--- src/rtl/alu_pkg.sv ---
// Shared constants and bundle type for the RV32I decode/issue stage.
// Optional build macro: ALU_DECODE_ILLEGAL_TRAP_EN (see alu_decode_comb).
package alu_pkg;

    localparam int unsigned XLEN     = 32;
    localparam int unsigned ALU_OP_W = 4;
    localparam int unsigned REG_W    = 5;
    localparam int unsigned F3_W     = 3;
    localparam int unsigned OPC_W    = 7;

    // ALU opcodes consumed by the execute stage; 1011-1111 are never emitted
    localparam logic [ALU_OP_W-1:0] ALU_NONE = 4'b0000;
    localparam logic [ALU_OP_W-1:0] ALU_ADD  = 4'b0001;
    localparam logic [ALU_OP_W-1:0] ALU_SUB  = 4'b0010;
    localparam logic [ALU_OP_W-1:0] ALU_XOR  = 4'b0011;
    localparam logic [ALU_OP_W-1:0] ALU_OR   = 4'b0100;
    localparam logic [ALU_OP_W-1:0] ALU_AND  = 4'b0101;
    localparam logic [ALU_OP_W-1:0] ALU_SLL  = 4'b0110;
    localparam logic [ALU_OP_W-1:0] ALU_SRL  = 4'b0111;
    localparam logic [ALU_OP_W-1:0] ALU_SRA  = 4'b1000;
    localparam logic [ALU_OP_W-1:0] ALU_SLT  = 4'b1001;
    localparam logic [ALU_OP_W-1:0] ALU_SLTU = 4'b1010;

    localparam logic [OPC_W-1:0] OPC_OP     = 7'b0110011;
    localparam logic [OPC_W-1:0] OPC_OP_IMM = 7'b0010011;
    localparam logic [OPC_W-1:0] OPC_LUI    = 7'b0110111;
    localparam logic [OPC_W-1:0] OPC_AUIPC  = 7'b0010111;
    localparam logic [OPC_W-1:0] OPC_JAL    = 7'b1101111;
    localparam logic [OPC_W-1:0] OPC_JALR   = 7'b1100111;
    localparam logic [OPC_W-1:0] OPC_BRANCH = 7'b1100011;
    localparam logic [OPC_W-1:0] OPC_LOAD   = 7'b0000011;
    localparam logic [OPC_W-1:0] OPC_STORE  = 7'b0100011;

    localparam logic [F3_W-1:0] F3_ADD_SUB = 3'b000;
    localparam logic [F3_W-1:0] F3_SLL     = 3'b001;
    localparam logic [F3_W-1:0] F3_SLT     = 3'b010;
    localparam logic [F3_W-1:0] F3_SLTU    = 3'b011;
    localparam logic [F3_W-1:0] F3_XOR     = 3'b100;
    localparam logic [F3_W-1:0] F3_SR      = 3'b101;
    localparam logic [F3_W-1:0] F3_OR      = 3'b110;
    localparam logic [F3_W-1:0] F3_AND     = 3'b111;

    localparam logic [F3_W-1:0] F3_BEQ  = 3'b000;
    localparam logic [F3_W-1:0] F3_BNE  = 3'b001;
    localparam logic [F3_W-1:0] F3_BLT  = 3'b100;
    localparam logic [F3_W-1:0] F3_BGE  = 3'b101;
    localparam logic [F3_W-1:0] F3_BLTU = 3'b110;
    localparam logic [F3_W-1:0] F3_BGEU = 3'b111;

    typedef struct packed {
        logic [ALU_OP_W-1:0] alu_opcode;
        logic [REG_W-1:0]    rs1;
        logic [REG_W-1:0]    rs2;
        logic [REG_W-1:0]    rd;
        logic [XLEN-1:0]     imm;
        logic                use_imm;
        logic                use_pc;
        logic                reg_write;
        logic                branch;
        logic                jump;
        logic                load;
        logic                store;
        logic [F3_W-1:0]     funct3;
        logic                illegal;
    } alu_bundle_t;

    // Shared OP/OP-IMM funct3 map; alt selects SUB/SRA
    function automatic logic [ALU_OP_W-1:0] alu_op_from_f3(input logic [F3_W-1:0] f3,
                                                            input logic alt);
        logic [ALU_OP_W-1:0] op;
        op = ALU_NONE;
        case (f3)
            F3_ADD_SUB: op = alt ? ALU_SUB : ALU_ADD;
            F3_SLL:     op = ALU_SLL;
            F3_SLT:     op = ALU_SLT;
            F3_SLTU:    op = ALU_SLTU;
            F3_XOR:     op = ALU_XOR;
            F3_SR:      op = alt ? ALU_SRA : ALU_SRL;
            F3_OR:      op = ALU_OR;
            F3_AND:     op = ALU_AND;
            default:    op = ALU_NONE;
        endcase
        return op;
    endfunction

endpackage

--- src/rtl/alu_decode_if.sv ---
// Fetch-side and execute-side handshake bundle of the decode stage.
// master: the decode stage; slave: the fetch/execute environment around it.
interface alu_decode_if;
    import alu_pkg::*;

    logic                in_valid;
    logic                in_ready;
    logic [XLEN-1:0]     in_instr;
    logic [XLEN-1:0]     in_pc;

    logic                out_valid;
    logic                out_ready;
    logic [ALU_OP_W-1:0] out_alu_opcode;
    logic [REG_W-1:0]    out_rs1;
    logic [REG_W-1:0]    out_rs2;
    logic [REG_W-1:0]    out_rd;
    logic [XLEN-1:0]     out_imm;
    logic                out_use_imm;
    logic                out_use_pc;
    logic                out_reg_write;
    logic                out_branch;
    logic                out_jump;
    logic                out_load;
    logic                out_store;
    logic [F3_W-1:0]     out_funct3;
    logic [XLEN-1:0]     out_pc;
    logic                out_illegal;

    modport master (
        input  in_valid, in_instr, in_pc, out_ready,
        output in_ready, out_valid, out_alu_opcode, out_rs1, out_rs2, out_rd, out_imm,
               out_use_imm, out_use_pc, out_reg_write, out_branch, out_jump, out_load,
               out_store, out_funct3, out_pc, out_illegal
    );

    modport slave (
        output in_valid, in_instr, in_pc, out_ready,
        input  in_ready, out_valid, out_alu_opcode, out_rs1, out_rs2, out_rd, out_imm,
               out_use_imm, out_use_pc, out_reg_write, out_branch, out_jump, out_load,
               out_store, out_funct3, out_pc, out_illegal
    );
endinterface

--- src/rtl/alu_decode_comb.sv ---
// Pure combinational RV32I instruction -> ALU issue bundle decoder.
// ALU_DECODE_ILLEGAL_TRAP_EN: when defined, illegal encodings raise bundle.illegal.
module alu_decode_comb
    import alu_pkg::*;
(
    input  logic [XLEN-1:0] instr,
    output alu_bundle_t     bundle
);

    logic [OPC_W-1:0] opcode;
    logic [F3_W-1:0]  f3;
    logic [6:0]       f7;
    logic [XLEN-1:0]  imm_i, imm_s, imm_b, imm_u, imm_j;
    logic             legal;

    assign opcode = instr[6:0];
    assign f3     = instr[14:12];
    assign f7     = instr[31:25];

    assign imm_i = {{20{instr[31]}}, instr[31:20]};
    assign imm_s = {{20{instr[31]}}, instr[31:25], instr[11:7]};
    assign imm_b = {{19{instr[31]}}, instr[31], instr[7], instr[30:25], instr[11:8], 1'b0};
    assign imm_u = {instr[31:12], 12'b0};
    assign imm_j = {{11{instr[31]}}, instr[31], instr[19:12], instr[20], instr[30:21], 1'b0};

    always_comb begin
        bundle        = '0;
        bundle.rs1    = instr[19:15];
        bundle.rs2    = instr[24:20];
        bundle.rd     = instr[11:7];
        bundle.funct3 = f3;
        bundle.imm    = imm_i;
        legal         = 1'b1;

        case (opcode)
            OPC_OP: begin
                bundle.reg_write = 1'b1;
                if (f7 == 7'b0000000 ||
                    (f7 == 7'b0100000 && (f3 == F3_ADD_SUB || f3 == F3_SR))) begin
                    bundle.alu_opcode = alu_op_from_f3(f3, f7[5]);
                end else begin
                    legal = 1'b0;
                end
            end
            OPC_OP_IMM: begin
                bundle.reg_write = 1'b1;
                bundle.use_imm   = 1'b1;
                // Shift immediates reuse imm[11:5] as a funct7-like qualifier
                if (f3 == F3_SLL) begin
                    legal             = (f7 == 7'b0000000);
                    bundle.alu_opcode = ALU_SLL;
                end else if (f3 == F3_SR) begin
                    legal             = (f7 == 7'b0000000) || (f7 == 7'b0100000);
                    bundle.alu_opcode = alu_op_from_f3(f3, f7[5]);
                end else begin
                    bundle.alu_opcode = alu_op_from_f3(f3, 1'b0);
                end
            end
            OPC_LUI: begin
                bundle.alu_opcode = ALU_ADD;
                bundle.rs1        = '0;
                bundle.imm        = imm_u;
                bundle.use_imm    = 1'b1;
                bundle.reg_write  = 1'b1;
            end
            OPC_AUIPC: begin
                bundle.alu_opcode = ALU_ADD;
                bundle.imm        = imm_u;
                bundle.use_imm    = 1'b1;
                bundle.use_pc     = 1'b1;
                bundle.reg_write  = 1'b1;
            end
            OPC_JAL: begin
                bundle.alu_opcode = ALU_ADD;
                bundle.imm        = imm_j;
                bundle.use_imm    = 1'b1;
                bundle.use_pc     = 1'b1;
                bundle.jump       = 1'b1;
                bundle.reg_write  = 1'b1;
            end
            OPC_JALR: begin
                bundle.alu_opcode = ALU_ADD;
                bundle.use_imm    = 1'b1;
                bundle.jump       = 1'b1;
                bundle.reg_write  = 1'b1;
            end
            OPC_BRANCH: begin
                bundle.imm    = imm_b;
                bundle.branch = 1'b1;
                // BEQ/BNE resolve on the zero flag of SUB
                case (f3)
                    F3_BEQ, F3_BNE:   bundle.alu_opcode = ALU_SUB;
                    F3_BLT, F3_BGE:   bundle.alu_opcode = ALU_SLT;
                    F3_BLTU, F3_BGEU: bundle.alu_opcode = ALU_SLTU;
                    default:          legal = 1'b0;
                endcase
            end
            OPC_LOAD: begin
                bundle.alu_opcode = ALU_ADD;
                bundle.use_imm    = 1'b1;
                bundle.load       = 1'b1;
                bundle.reg_write  = 1'b1;
            end
            OPC_STORE: begin
                bundle.alu_opcode = ALU_ADD;
                bundle.imm        = imm_s;
                bundle.use_imm    = 1'b1;
                bundle.store      = 1'b1;
            end
            default: legal = 1'b0;
        endcase

        // Illegal encodings issue as an inert bundle; x0 is never written
        if (!legal) begin
            bundle.alu_opcode = ALU_NONE;
            bundle.use_imm    = 1'b0;
            bundle.use_pc     = 1'b0;
            bundle.reg_write  = 1'b0;
            bundle.branch     = 1'b0;
            bundle.jump       = 1'b0;
            bundle.load       = 1'b0;
            bundle.store      = 1'b0;
        end else if (bundle.rd == '0) begin
            bundle.reg_write = 1'b0;
        end

`ifdef ALU_DECODE_ILLEGAL_TRAP_EN
        bundle.illegal = !legal;
`else
        bundle.illegal = 1'b0;
`endif
    end

endmodule

--- src/rtl/alu_decode.sv ---
// Single registered decode/issue stage with valid/ready on both sides and flush.
// ALU_DECODE_ILLEGAL_TRAP_EN: when defined, out_illegal flags unsupported encodings.
module alu_decode
    import alu_pkg::*;
(
    input  logic          clk,
    input  logic          rst_n,
    input  logic          flush,
    alu_decode_if.master  bus
);

    alu_bundle_t     dec_c;
    alu_bundle_t     bundle_q;
    logic            valid_q;
    logic [XLEN-1:0] pc_q;
    logic            in_ready_c;
    logic            accept_c;

    alu_decode_comb u_comb (
        .instr  (bus.in_instr),
        .bundle (dec_c)
    );

    // Accept whenever the output slot is empty or being drained this cycle
    assign in_ready_c = !valid_q || bus.out_ready;
    assign accept_c   = bus.in_valid && in_ready_c && !flush;

    always_ff @(posedge clk or negedge rst_n) begin
        if (!rst_n) begin
            valid_q  <= 1'b0;
            bundle_q <= '0;
            pc_q     <= '0;
        end else if (flush) begin
            valid_q <= 1'b0;
        end else if (accept_c) begin
            valid_q  <= 1'b1;
            bundle_q <= dec_c;
            pc_q     <= bus.in_pc;
        end else if (bus.out_ready) begin
            valid_q <= 1'b0;
        end
    end

    assign bus.in_ready       = in_ready_c;
    assign bus.out_valid      = valid_q;
    assign bus.out_alu_opcode = bundle_q.alu_opcode;
    assign bus.out_rs1        = bundle_q.rs1;
    assign bus.out_rs2        = bundle_q.rs2;
    assign bus.out_rd         = bundle_q.rd;
    assign bus.out_imm        = bundle_q.imm;
    assign bus.out_use_imm    = bundle_q.use_imm;
    assign bus.out_use_pc     = bundle_q.use_pc;
    assign bus.out_reg_write  = bundle_q.reg_write;
    assign bus.out_branch     = bundle_q.branch;
    assign bus.out_jump       = bundle_q.jump;
    assign bus.out_load       = bundle_q.load;
    assign bus.out_store      = bundle_q.store;
    assign bus.out_funct3     = bundle_q.funct3;
    assign bus.out_pc         = pc_q;
    assign bus.out_illegal    = bundle_q.illegal;

endmodule
--- src/flat_wrapper.sv ---
// flat-port wrapper written by rule: the top's interface ports become plain ports
module alu_decode_flat import alu_pkg::*;
  (clk, rst_n, flush, bus_in_valid, bus_in_instr, bus_in_pc, bus_out_ready, bus_in_ready, bus_out_valid, bus_out_alu_opcode, bus_out_rs1, bus_out_rs2, bus_out_rd, bus_out_imm, bus_out_use_imm, bus_out_use_pc, bus_out_reg_write, bus_out_branch, bus_out_jump, bus_out_load, bus_out_store, bus_out_funct3, bus_out_pc, bus_out_illegal);
  alu_decode_if bus_i ();
  input  logic clk;
  input  logic rst_n;
  input  logic flush;
  input wire logic [$bits(bus_i.in_valid)-1:0] bus_in_valid;
  input wire logic [$bits(bus_i.in_instr)-1:0] bus_in_instr;
  input wire logic [$bits(bus_i.in_pc)-1:0] bus_in_pc;
  input wire logic [$bits(bus_i.out_ready)-1:0] bus_out_ready;
  output wire logic [$bits(bus_i.in_ready)-1:0] bus_in_ready;
  output wire logic [$bits(bus_i.out_valid)-1:0] bus_out_valid;
  output wire logic [$bits(bus_i.out_alu_opcode)-1:0] bus_out_alu_opcode;
  output wire logic [$bits(bus_i.out_rs1)-1:0] bus_out_rs1;
  output wire logic [$bits(bus_i.out_rs2)-1:0] bus_out_rs2;
  output wire logic [$bits(bus_i.out_rd)-1:0] bus_out_rd;
  output wire logic [$bits(bus_i.out_imm)-1:0] bus_out_imm;
  output wire logic [$bits(bus_i.out_use_imm)-1:0] bus_out_use_imm;
  output wire logic [$bits(bus_i.out_use_pc)-1:0] bus_out_use_pc;
  output wire logic [$bits(bus_i.out_reg_write)-1:0] bus_out_reg_write;
  output wire logic [$bits(bus_i.out_branch)-1:0] bus_out_branch;
  output wire logic [$bits(bus_i.out_jump)-1:0] bus_out_jump;
  output wire logic [$bits(bus_i.out_load)-1:0] bus_out_load;
  output wire logic [$bits(bus_i.out_store)-1:0] bus_out_store;
  output wire logic [$bits(bus_i.out_funct3)-1:0] bus_out_funct3;
  output wire logic [$bits(bus_i.out_pc)-1:0] bus_out_pc;
  output wire logic [$bits(bus_i.out_illegal)-1:0] bus_out_illegal;
  assign bus_i.in_valid = bus_in_valid;
  assign bus_i.in_instr = bus_in_instr;
  assign bus_i.in_pc = bus_in_pc;
  assign bus_i.out_ready = bus_out_ready;
  assign bus_in_ready = bus_i.in_ready;
  assign bus_out_valid = bus_i.out_valid;
  assign bus_out_alu_opcode = bus_i.out_alu_opcode;
  assign bus_out_rs1 = bus_i.out_rs1;
  assign bus_out_rs2 = bus_i.out_rs2;
  assign bus_out_rd = bus_i.out_rd;
  assign bus_out_imm = bus_i.out_imm;
  assign bus_out_use_imm = bus_i.out_use_imm;
  assign bus_out_use_pc = bus_i.out_use_pc;
  assign bus_out_reg_write = bus_i.out_reg_write;
  assign bus_out_branch = bus_i.out_branch;
  assign bus_out_jump = bus_i.out_jump;
  assign bus_out_load = bus_i.out_load;
  assign bus_out_store = bus_i.out_store;
  assign bus_out_funct3 = bus_i.out_funct3;
  assign bus_out_pc = bus_i.out_pc;
  assign bus_out_illegal = bus_i.out_illegal;
  alu_decode u_core (.clk(clk), .rst_n(rst_n), .flush(flush), .bus(bus_i));
endmodule
--- config.mk ---
export PLATFORM = sky130hd
export DESIGN_NAME = alu_decode_flat
export DESIGN_NICKNAME = d
export VERILOG_FILES = /design/src/rtl/alu_pkg.sv /design/src/rtl/alu_decode_if.sv /design/src/rtl/alu_decode_comb.sv /design/src/rtl/alu_decode.sv /design/src/flat_wrapper.sv
export SDC_FILE = /design/constraint.sdc
export NUM_CORES = 1
export LEC_CHECK = 0
export BUFFER_PORTS_ARGS = -buffer_cell sky130_fd_sc_hd__buf_2
export CAP_MARGIN = 5
export CORE_ASPECT_RATIO = 0.75
export CORE_UTILIZATION = 50
export DETAILED_ROUTE_END_ITERATION = 8
export PLACE_DENSITY = 0.85
export SYNTH_ARGS = -nofsm -noshare
export SYNTH_HDL_FRONTEND = slang
export SYNTH_HIERARCHICAL = 1
export SYNTH_SLANG_ARGS = --single-unit
export TNS_END_PERCENT = 5
--- constraint.sdc ---
create_clock -name clk -period 2.3 [get_ports clk]
set_clock_uncertainty 0.2 [all_clocks]
set_input_delay 0.46 -clock clk [delete_from_list [all_inputs] [get_ports clk]]
set_output_delay 0.46 -clock clk [all_outputs]
set_load 0.02 [all_outputs]
**After elaboration in Yosys (flattened, before gate mapping)**

Memory sizes are Yosys's and may differ from the RTL's.
Index checks and enable logic that the tools add are counted.

- Bits in registers: 94
- Memory bits (read-only): 32
- Input bits: 69
- Output and inout port bits: 96
- Word-level logic and storage cells: 88
- Memories: 1

- Equality and inequality tests: 17
- Muxes and demuxes: 30
- Bitwise gates (word level): 1
- Reduce and logical (&&, ||, !) cells: 24

Memories:

| memory | depth | bits a word | rd ports | clocked after memory_dff | wr ports | RTL line | source |
|---|---|---|---|---|---|---|---|
| (no name shown) | 8 | 4 | 1 | 0 | 0 | alu_pkg.sv:72 | `case (f3)` |

Operator list:

| operator | number |
|---|---|
| $pmux 31 s4 | 1 |
| $pmux 4 s8 | 1 |
| $eq 7x6->1 const B | 4 |
| $mux 4 | 6 |
| $eq 7x7->1 const B | 3 |
| $mux 1 | 16 |
| $pmux 4 s4 | 1 |
| $eq 7x5->1 const B | 2 |
| $reduce_or 7->1 | 2 |
| $eq 3x3->1 const B | 4 |
| $pmux 4 s3 | 1 |
| $reduce_or 2->1 | 6 |
| $reduce_or 6->1 | 2 |
| $eq 7x2->1 const B | 1 |
| $logic_not 7->1 | 1 |
| $eq 3x2->1 const B | 2 |
| $logic_not 5->1 | 1 |
| $mux 5 | 1 |
| $logic_or 1x1->1 | 4 |
| $mux 2 | 2 |
| $pmux 1 s4 | 1 |
| $eq 3x1->1 const B | 1 |
| $logic_and 1x1->1 | 3 |
| $logic_not 3->1 | 1 |
| other kinds (4) | 5 |

**Longest topological paths before layout**

- Word-level depth: 7
- Mapped depth: 8
- Mapped depth without buffers: 6

**Modules after synthesis**

Netlist, hierarchy kept.

By module, submodules not included:

| module | times used | cells an instance | area each (um^2) | sequential area each (um^2) |
|---|---|---|---|---|
| alu_decode | 1 | 204 | 3563.4 | 2377.3 |
| alu_decode_comb | 1 | 142 | 1013.5 | 0.0 |

**Least setup slack after synthesis**

No wires, ideal clock.

- Kind: input to register
- Start: in bus_in_instr[3]
- End: reg u_core.bundle_q, in the netlist u_core/bus.out_imm[12]
- Library setup time: 127 ps
- Arrival: 1719 ps
- Required time: 1973 ps
- Slack: 253 ps
- Stages: 8
- Path buffers: 2
- Cell sequence: buf_6 nor2_1 and4_2 nor2b_1 and2_1 buf_2 a21o_1 mux2_1

RTL lines:

| element | RTL line | source |
|---|---|---|
| start, declared | flat_wrapper.sv:9 | `input wire logic [$bits(bus_i.in_instr)-1:0] bus_in_instr;` |
| end signal, assigned | alu_decode.sv:31 | `bundle_q <= '0;` |
| end signal, assigned | alu_decode.sv:37 | `bundle_q <= dec_c;` |
| end, declared | alu_decode.sv:13 | `alu_bundle_t bundle_q;` |

==> key figures <==
Status
  • Status: finished, final reports clean

Routing
  • Initial DRC count: 184
  • TritonRoute pass-1 iters: 5
  • Via/cell ratio: 5.40
  • Vias: 3313
  • Post-DRT Antenna Nets: 0
  • Total wire length: 10100 um
  • WL per Instance: 16.5 um
  • Post-route DRC: 0

Clock tree
  • Sink Count: 95
  • TritonCTS clock tree: yes
  • Root Buffer: clkbuf_16
  • H-Tree Level Count: 3
  • Worst-Skew Late Latency: 0.33 ns
  • Post-CTS setup buffers: 0
  • CTS Buffer Depth: 2
  • CTS clk-pin slew, worst paths: 0.07 ns
  • Cts bufs inserted: 9

Place
  • GP Congestion: 0.884
  • Post-DP Area: 0.00540 mm2
  • DP Wirelength: 7650 um
  • Port buffer count: 164

Worst hold path
  • Hold Path End: u_core/bus.out_valid
  • HP Start: flush
  • Hold WC Path Type: primary input to register
  • Hold depth: 2

Pwr
  • Total power: 4.74 mW
  • Power Dens Cells: 827 mW/mm2
  • Leak: 2.83 nW
  • Peak VDD IR: 665 uV

Logic synthesis
  • Ys Warns: 6
  • Synth Instances: 346
  • Largest family of logic cells by synthesized area: multiplexers
  • Unique masters post-synth: 49
  • Synth area leader: dfrtp_1
  • Post-synthesis compound-gate area fraction: 0.0760
  • Ys async rst share: 1.00
  • Mux cell area share after synthesis: 0.231
  • Mapped Area: 0.00458 mm2
  • XOR/XNOR share of the synthesized area: 0
  • Sequential fraction of the synthesis area: 0.519
  • Ranking of synthesized cells by area: dfrtp_1, mux2_1, mux2_2
  • Flops & latches, synth: 95
  • Adder-cell share of the synthesized area: 0
  • Post-synth EDFFs: 0
  • Most used DFF post-synth: dfrtp_1
  • Avg Synthesized Cell Area: 13.2 um2
  • Simple-gate share of the synthesized area: 0.105
  • Syn_nets: 415
  • Top-area cell type share of the netlist area: 0.519

Cells and area
  • Register Area: 0.00238 mm2
  • Most frequent cells in the layout: buf_2, dfrtp_1, mux2_1
  • Final nets: 570
  • Area Overhead vs Synth: 25.2%
  • N_diodes: 0
  • Fill cell count: 702
  • Commonest non-fill, non-tap cell in the layout: buf_2
  • Share of cells above drive strength 1: 0.496
  • Design Area, Final: 0.00573 mm2
  • Multi-input logic area: 0.00190 mm2
  • Utilization after layout: 0.661

Run
  • Max-cap violation count: 0

Global routing
  • First-pass GRT wire length: 16600 um
  • Vias in the first global route: 3386
  • Antenna violations before repair: 0
  • Largest net degree at the start of global routing: 50
  • Aggregate global routing overflow: 0
  • All-Layer GR Usage: 0.224

STA
  • Final setup violation count: 0
  • Tcrit/Tclk final: 0.864
  • Worst hold slack: 0.133 ns
  • Tmin final: 1.99 ns
  • RSZ-0062 raised after global routing: false
  • Maximum clock frequency: 503 MHz
  • Fin. max-slew vios: 0
  • Fin. Hold Viols: 0

Worst setup path
  • R2r endpoint: u_core/bus.out_use_pc
  • Crit-path leading delay family: simple AND/OR/NAND/NOR gates
  • WP data arrival: 2.00 ns
  • Slowest stage cell, crit path: nor3b_2
  • Start of the worst register-to-register path: u_core/bus.out_valid
  • Cells on worst reg2reg path: 4
  • Critical Path RT: 2.32 ns
  • CP endpoint kind: register
  • Critical Path, Cell by Cell: buf_2 -> nor4_2 -> buf_4 -> a311oi_1 -> nor3_1 -> nor3b_2 -> a31oi_1 -> mux2_1
  • Crit path buf inv count: 2
  • Reg2reg setup slack: 0.48 ns
  • Slowest cell delay on critical path: 0.40 ns
  • Worst Path Max Fanout: 5
  • Worst Setup Path Type: primary input to register
  • Startpoint types: primary input

Floorplanning
  • Core ar.: 0.00867 mm2
  • # rows: 29
  • Die Ht: 84.9 um
  • Chip width: 112 um
  • Die footprint: 0.00954 mm2
  • Top-Level Pins: 165
  • Starting density of the core: 0.528
-- worst reg2reg max path, stage by stage (launching register included) --
cell	delay, ns
dfrtp_1	0.38
nor2b_4	0.14
nor3b_4	0.28
buf_12	0.31
mux2_2	0.41
-- cell type report --
type,instances,area share
multi-input cells,213,0.331
flip-flops and latches,95,0.415
clock buffers,9,0.0393
well taps,108,0.0236
clock inverters,7,0.0166
inverters,2,0.00131
repair buffers,180,0.174
-- registers in the layout (all words and copies together) (netlist names), 3 cells and up --
register                   flops
u_core/bus.out_alu_opcode      4
u_core/bus.out_funct3          3
u_core/bus.out_imm            32
u_core/bus.out_pc             32
u_core/bus.out_rd              5
u_core/bus.out_rs1             5
u_core/bus.out_rs2             5
-- cells by family after synthesis --
logic type             count (synthesis)
AO/OA/AOI/OAI                         48
buffers and inverters                 38
flip-flops                            95
multiplexers                          94
other                                  1
AND/OR/NAND/NOR                       70
-- report_power, final --
group,internal [mW],switching (mW)
sequential,1.93,0.124
combinational,0.447,0.665
clock,0.954,0.621
-- worst max-delay path by stage --
stage                                start  slack [ns]                      endpoint  cells past startpoint
after floorplan            bus_in_instr[3]        0.25        u_core/bus.out_imm[12]                      8
after global placement    bus_in_instr[31]        0.03  u_core/bus.out_alu_opcode[1]                      8
after detailed placement   bus_in_instr[3]      -0.005        u_core/bus.out_imm[18]                      7
after CTS                  bus_in_instr[3]        0.36        u_core/bus.out_imm[13]                      7
after global routing      bus_in_instr[31]        0.22  u_core/bus.out_alu_opcode[1]                      8
final                     bus_in_instr[31]        0.31  u_core/bus.out_alu_opcode[1]                      8
-- layer usage --
layer	GRT usage	wire length (um)
met1	0.297	4600
met2	0.363	4790
met3	0.0700	681
met4	0.0570	66
met5	0	0
-- per-stage QoR --
stage,TNS [ns],setup WS (ns),cells
CTS,0,0.355,614
global placement,0,0.0347,597
finish,0,0.313,614
detailed placement,-0.00602,-0.00464,597
floorplan,0,0.253,346
global route,0,0.222,614
-- synth_stat cells, types with 3 or more instances --
master	n
o21ai_0	5
nor3_1	3
buf_6	9
mux2_2	34
nand2b_1	3
nor2_1	9
and2b_2	3
a21o_1	19
a22o_1	4
nand3_1	4
nor2b_1	7
mux2_1	60
clkbuf_8	3
buf_2	7
a21oi_1	7
buf_4	16
nand2_1	12
dfrtp_1	95
and2_1	6
-- what timing repair did --
item | in CTS | in global routing
hold buffers | 1 | 0
hold endpoints to repair | 31 | 0
resized for setup | 0 | 0
Note: power is estimated with default switching activity, not from simulation.
